[src/rtl/muldiv_sched_pkg.sv]
// Shared mul/div op encoding and decode helpers used by the E-stage
// mul/div sequencer and its accumulate datapath.
package muldiv_sched_pkg;

    typedef enum logic [3:0] {
        MD_NONE  = 4'd0,
        MD_MULT  = 4'd1,
        MD_MULTU = 4'd2,
        MD_DIV   = 4'd3,
        MD_DIVU  = 4'd4,
        MD_MUL   = 4'd5,
        MD_MADD  = 4'd6,
        MD_MADDU = 4'd7,
        MD_MSUB  = 4'd8,
        MD_MSUBU = 4'd9
    } md_op_t;

    function automatic logic is_div(md_op_t op);
        return (op == MD_DIV) || (op == MD_DIVU);
    endfunction

    function automatic logic is_signed(md_op_t op);
        return (op == MD_MULT) || (op == MD_MUL) || (op == MD_MADD) ||
               (op == MD_MSUB) || (op == MD_DIV);
    endfunction

    function automatic logic is_acc(md_op_t op);
        return (op == MD_MADD) || (op == MD_MADDU) ||
               (op == MD_MSUB) || (op == MD_MSUBU);
    endfunction

    function automatic logic is_sub(md_op_t op);
        return (op == MD_MSUB) || (op == MD_MSUBU);
    endfunction

endpackage

[src/rtl/md_acc.sv]
// HI/LO write-value former: plain pass-through of the unit result, or
// accumulate into the current HI:LO for MADD/MSUB (wraps mod 2^64).
module md_acc
    import muldiv_sched_pkg::*;
(
    input  logic [3:0]  op,
    input  logic [63:0] hilo_cur,
    input  logic [63:0] result,
    output logic [63:0] wdata
);

    md_op_t op_e;
    assign op_e = md_op_t'(op);

    always_comb begin
        wdata = result;
        if (is_acc(op_e)) begin
            if (is_sub(op_e)) wdata = hilo_cur - result;
            else              wdata = hilo_cur + result;
        end
    end

endmodule

[src/rtl/muldiv_sched.sv]
// E-stage sequencer for the shared multiplier and divider: latches the op,
// runs the selected unit until ready, then issues the HI/LO write.
module muldiv_sched
    import muldiv_sched_pkg::*;
(
    input  logic        clk,
    input  logic        rst,
    input  logic        op_valid,
    input  logic [3:0]  op,
    input  logic [31:0] src_a,
    input  logic [31:0] src_b,
    input  logic [63:0] hilo_cur,
    input  logic        stall_ext,
    input  logic        flush,
    input  logic        flush_exception,
    input  logic        mul_ready,
    input  logic [63:0] mul_result,
    input  logic        div_ready,
    input  logic [63:0] div_result,
    output logic        mul_start,
    output logic        mul_sign,
    output logic        div_start,
    output logic        div_sign,
    output logic [31:0] op_a,
    output logic [31:0] op_b,
    output logic        unit_flush,
    output logic        md_stall,
    output logic        hilo_we,
    output logic [63:0] hilo_wdata,
    output logic [31:0] lo_result,
    output logic [1:0]  dbg_state
);

    typedef enum logic [1:0] {
        IDLE     = 2'd0,
        MUL_BUSY = 2'd1,
        DIV_BUSY = 2'd2,
        DONE     = 2'd3
    } state_t;

    state_t      state;
    md_op_t      op_in;
    md_op_t      op_q;
    logic [63:0] result_q;

    assign op_in = md_op_t'(op);

    // Unit handshake: start/sign stay high for the whole busy state; the unit
    // raises ready for the cycle its result is valid, and we capture it then.
    // A flush in the same cycle as ready wins and the result is dropped.
    always_ff @(posedge clk) begin
        if (rst) begin
            state     <= IDLE;
            op_q      <= MD_NONE;
            op_a      <= '0;
            op_b      <= '0;
            result_q  <= '0;
            mul_start <= 1'b0;
            mul_sign  <= 1'b0;
            div_start <= 1'b0;
            div_sign  <= 1'b0;
        end else if (flush) begin
            state     <= IDLE;
            mul_start <= 1'b0;
            mul_sign  <= 1'b0;
            div_start <= 1'b0;
            div_sign  <= 1'b0;
        end else begin
            case (state)
                IDLE: begin
                    if (op_valid && (op_in != MD_NONE)) begin
                        op_q      <= op_in;
                        op_a      <= src_a;
                        op_b      <= src_b;
                        state     <= is_div(op_in) ? DIV_BUSY : MUL_BUSY;
                        mul_start <= !is_div(op_in);
                        mul_sign  <= !is_div(op_in) && is_signed(op_in);
                        div_start <= is_div(op_in);
                        div_sign  <= is_div(op_in) && is_signed(op_in);
                    end
                end
                MUL_BUSY: begin
                    if (mul_ready) begin
                        result_q  <= mul_result;
                        state     <= DONE;
                        mul_start <= 1'b0;
                        mul_sign  <= 1'b0;
                    end
                end
                DIV_BUSY: begin
                    if (div_ready) begin
                        result_q  <= div_result;
                        state     <= DONE;
                        div_start <= 1'b0;
                        div_sign  <= 1'b0;
                    end
                end
                DONE: begin
                    if (!stall_ext) state <= IDLE;
                end
                default: state <= IDLE;
            endcase
        end
    end

    // The write fires only in the DONE cycle that actually leaves E.
    assign hilo_we    = !rst && !flush && (state == DONE) && !stall_ext &&
                        !flush_exception && (op_q != MD_MUL);
    assign md_stall   = !rst && op_valid && (op_in != MD_NONE) && (state != DONE);
    assign unit_flush = flush && !rst;
    assign lo_result  = (state == DONE) ? result_q[31:0] : 32'd0;
    assign dbg_state  = state;

    md_acc u_acc (
        .op       (op_q),
        .hilo_cur (hilo_cur),
        .result   (result_q),
        .wdata    (hilo_wdata)
    );

endmodule
[config.mk]
export PLATFORM = sky130hd
export DESIGN_NAME = muldiv_sched
export DESIGN_NICKNAME = d
export VERILOG_FILES = /design/src/rtl/muldiv_sched_pkg.sv /design/src/rtl/md_acc.sv /design/src/rtl/muldiv_sched.sv
export SDC_FILE = /design/constraint.sdc
export NUM_CORES = 1
export LEC_CHECK = 0
export BUFFER_PORTS_ARGS = -buffer_cell sky130_fd_sc_hd__buf_2
export CAP_MARGIN = 40
export CORE_AREA = 2 2 171 173
export CTS_BUF_LIST = sky130_fd_sc_hd__clkbuf_2 sky130_fd_sc_hd__clkbuf_4 sky130_fd_sc_hd__clkbuf_8
export DETAILED_ROUTE_END_ITERATION = 12
export DIE_AREA = 0 0 173 175
export PLACE_DENSITY = 0.81
export SYNTH_ARGS = -nofsm -noshare
export SYNTH_HDL_FRONTEND = slang
export SYNTH_HIERARCHICAL = 1
export SYNTH_SLANG_ARGS = --single-unit
[constraint.sdc]
create_clock -name clk -period 6.98 [get_ports clk]
set_input_delay 1.396 -clock clk [delete_from_list [all_inputs] [get_ports clk]]
set_output_delay 1.396 -clock clk [all_outputs]
set_load 0.05 [all_outputs]
==> impl_summary.log <==
INFO  metric max-clock-path-buffers = 2
INFO  metric port_buffers = 436
INFO  metric setup.worst_path.class = reg2out
INFO  metric clkLatencyLatePin = 490 ps
INFO  metric design.final.nets = 2318
INFO  metric critical_path_arrival = 5430 ps
INFO  metric initial_core_util = 41.2%
INFO  metric p_leak = 6.74 nW
INFO  metric worstPathMaxFanout = 6
INFO  metric clk_transition_reported_paths = 90 ps
INFO  metric floorplan.rows = 62
INFO  metric required_time_of_the_worst_setup_path = 5580 ps
INFO  metric critical-path-max-stage-delay = 440 ps
INFO  metric ctsHoldBuffers = 0
INFO  metric count_of_distinct_cell_types_in_the_synthesized_netlist = 80
INFO  metric netlist_area = 0.0117 sq mm
INFO  metric drt-pass1-iter-count = 9
INFO  metric r2r.worst_path.cells = 8
INFO  metric setup_viol = 0
INFO  metric min_delay_path_depth = 2
INFO  metric hpwl = 34800 um
INFO  metric postRouteWirelength = 44100 um
INFO  metric report.final.slew_viol_count = 0
INFO  metric worst_slew_margin_rel = 46.2%
INFO  metric yosys_warnings = 6
INFO  metric achievable-frequency = 146 MHz
INFO  metric numCtsBuffers = 17
INFO  metric synth_area_in_simple_gates = 23.6%
INFO  metric timing_worst_slew_pin_value = 802 ps
INFO  metric min_period = 6830 ps
INFO  metric synth_seq_area_share = 23.6%
INFO  metric max_cap_viols = 0
INFO  metric layout_setup_ws = 149 ps
INFO  metric route.detailed.wl_per_inst = 18.5 um
INFO  metric synth_most_common_cell = sky130_fd_sc_hd__nand2_1
INFO  metric die_width = 173 um
INFO  metric endpoint_kind = output port
INFO  metric tritoncts_sinks = 138
INFO  metric timing.critical_path.from_type = flop
INFO  metric h_tree_levels = 4
INFO  metric fp.coreArea = 0.0284 sq mm
INFO  metric final_design_area_no_fill = 0.0147 sq mm
INFO  metric combinational_family_with_the_most_area_after_synthesis = compound AO/OA/AOI/OAI gates
INFO  metric max_stage_delay_cell_worst_path = sky130_fd_sc_hd__nor3_1
INFO  metric ranking_of_synthesized_cells_by_area = sky130_fd_sc_hd__dfxtp_1, sky130_fd_sc_hd__a21oi_1, sky130_fd_sc_hd__ha_1
INFO  metric run_status = completed
INFO  metric clk_root_buffer_cell = sky130_fd_sc_hd__clkbuf_8
INFO  metric area_share_of_fa_ha_maj_cells_after_synthesis = 7.55%
INFO  metric io-pin-count = 437
INFO  metric worstPathCellList = nor3_1 -> and3_4 -> nor2b_4 -> nand4b_1 -> or2_2 -> o21ai_0 -> xor2_1 -> ha_2 -> nand2_1 -> nor2_2 -> nand2_1 -> nor4_4 -> a211oi_2 -> a2111oi_4 -> o21ai_2 -> o41ai_2 -> xnor2_1 -> a21oi_1 -> buf_4
INFO  metric crit_family = simple AND/OR/NAND/NOR gates
INFO  metric cp_num_cells = 19
INFO  metric maximum_number_of_pins_on_one_net_before_global_route_repair = 70
INFO  metric total_nets_after_synthesis = 1943
INFO  metric vias_in_the_first_global_route = 12557
INFO  metric die_h = 175 um
INFO  metric post_dp_cell_area = 0.0142 sq mm
INFO  metric fill_cells = 2772
INFO  metric drive_gt1_share = 27.8%
INFO  metric ys_seq_elements = 138
INFO  metric cts_tree = done
INFO  metric pre_cts_ws = 252 ps
INFO  metric drt_drc_violations_left = 0
INFO  metric synth-compound-area-share = 25.2%
INFO  metric finalCritPeriodShare = 97.9%
INFO  metric timing.final.hold_violations = 0
INFO  metric die-area = 0.0303 sq mm
INFO  metric async_flop_share = 0%
INFO  metric biggest_area_consumer_among_synthesized_cells = sky130_fd_sc_hd__dfxtp_1
INFO  metric synth_mux_area_share = 6.29%
INFO  metric gr-total-overflow = 0
INFO  metric power_density = 302 mW/mm^2
INFO  metric global_route_wire_length_before_repair = 67400 um
INFO  metric synthDominantCellAreaShare = 23.6%
INFO  metric synth_top_flop_cell = sky130_fd_sc_hd__dfxtp_1
INFO  metric globalRouteTotalUtil = 27.8%
INFO  metric cp_num_buf_inv = 1
INFO  metric drt_iter0_markers = 1147
INFO  metric finalClockSkew = 18.0 ps
INFO  metric post_synth_most_frequent_cells = sky130_fd_sc_hd__nand2_1, sky130_fd_sc_hd__a21oi_1, sky130_fd_sc_hd__nor2_1
INFO  metric flow.area_growth_from_synthesis = 26.0%
INFO  metric drtAntennaViolNets = 0
INFO  metric post_synth.cell_area_avg = 7.29 sq um
INFO  metric synth_enable_flop_cells = 0
INFO  metric timing.setup.tns = 0 ps
INFO  metric ir_drop = 182 uV
INFO  metric synth_xor_area_share = 8.76%
INFO  metric dr_total_vias = 13397
INFO  metric setup_repair_after_global_routing_missed_its_margin = yes
INFO  metric grt_antenna_before_repair = 2
INFO  metric vias_per_cell = 5.63
INFO  metric synth_cells = 1605
INFO  metric globalplace.congestion = 0.969
INFO  metric timing.hold.worst.class = reg2reg
INFO  metric crit_path_frequent_cell = sky130_fd_sc_hd__nand2_1
==> placed cells by master, fill, tap and decap left out, types with 51 or more instances in the layout <==
cell | netlist | layout
sky130_fd_sc_hd__xor2_1 | 51 | 51
sky130_fd_sc_hd__ha_1 | 69 | 62
sky130_fd_sc_hd__a21oi_1 | 208 | 206
sky130_fd_sc_hd__a211oi_1 | 70 | 69
sky130_fd_sc_hd__o21ai_0 | 65 | 63
sky130_fd_sc_hd__nand2_1 | 219 | 219
sky130_fd_sc_hd__xnor2_1 | 66 | 66
sky130_fd_sc_hd__dfxtp_1 | 138 | 136
sky130_fd_sc_hd__nor2_1 | 197 | 193
sky130_fd_sc_hd__mux2i_1 | 69 | 69
sky130_fd_sc_hd__buf_2 | 23 | 429
==> final timing paths <==
check                                  start              to  slack, ps
worst max register to register  dbg_state[0]    result_q[36]       3900
worst min-delay path                op_a[16]        op_a[16]        450
worst min register to register      op_a[16]        op_a[16]        450
worst max-delay path             result_q[5]  hilo_wdata[60]        150
==> area by class of cell <==
cell class                 instances  area, sq um  area share [%]
inverter                          33          124           0.841
sequential                       138         2770            18.8
multi-input combinational       1332         8540            58.0
clock inverter                    13          135           0.917
clock buffer                      19          255            1.73
antenna                            3         7.51          0.0509
timing repair buffer             458         2420            16.5
tap                              384          480            3.26
==> kinds of logic after synthesis <==
| family | Yosys count |
|---|---|
| DFF | 138 |
| muxes | 73 |
| AOI/OAI and AO/OA | 474 |
| adders and majority gates | 70 |
| xor gates and xnor gates | 117 |
| buffers and inverters | 135 |
| and+or+nand+nor | 598 |
==> layer usage <==
layer | track usage, % | vias to the layer above | routed length [um]
li1 | - | 6436 | -
met2 | 47.3 | 710 | 21000
met5 | 0 | - | 0
met4 | 9.22 | 0 | 1150
met1 | 34.5 | 6168 | 18200
met3 | 6.55 | 83 | 3770
==> where the power goes <==
| group | leakage, nW | switching, mW | internal, mW |
|---|---|---|---|
| clock network | 0.187 | 0.378 | 0.304 |
| logic | 5.42 | 1.81 | 1.04 |
| registers | 1.13 | 0.0760 | 0.844 |
| total | 6.74 | 2.26 | 2.19 |
==> sequential cells by signal, indices dropped and copies added (netlist names) <==
name / flops
op_q: 4
op_a: 32
div_start: 1
mul_sign: 1
div_sign: 1
mul_start: 1
result_q: 64
op_b: 32
dbg_state: 2
==> stage by stage <==
step | total power [mW] | hold WS [ps] | util [%] | instances
final | 4.45 | 454 | 51.9 | 2380
after global routing | 4.72 | 481 | 51.9 | 2378
after CTS | 4.35 | 456 | 51.4 | 2374
after detailed placement | 3.65 | 444 | 49.9 | 2342
after global placement | 3.62 | 439 | 49.6 | 2339
after floorplan | 2.99 | 431 | - | 1605
==> tightest hold or removal path, cell delays in order (launching register included) <==
cell                      delay (ps)
sky130_fd_sc_hd__dfxtp_1         310
sky130_fd_sc_hd__nand2_1          50
sky130_fd_sc_hd__a21oi_1          50
==> timing repair <==
item,in CTS,in global routing
setup buffers,0,3
endpoints found under the setup margin,11,15
resized for setup,8,39
pin swaps,0,5
Note: power is estimated with default switching activity, not from simulation.
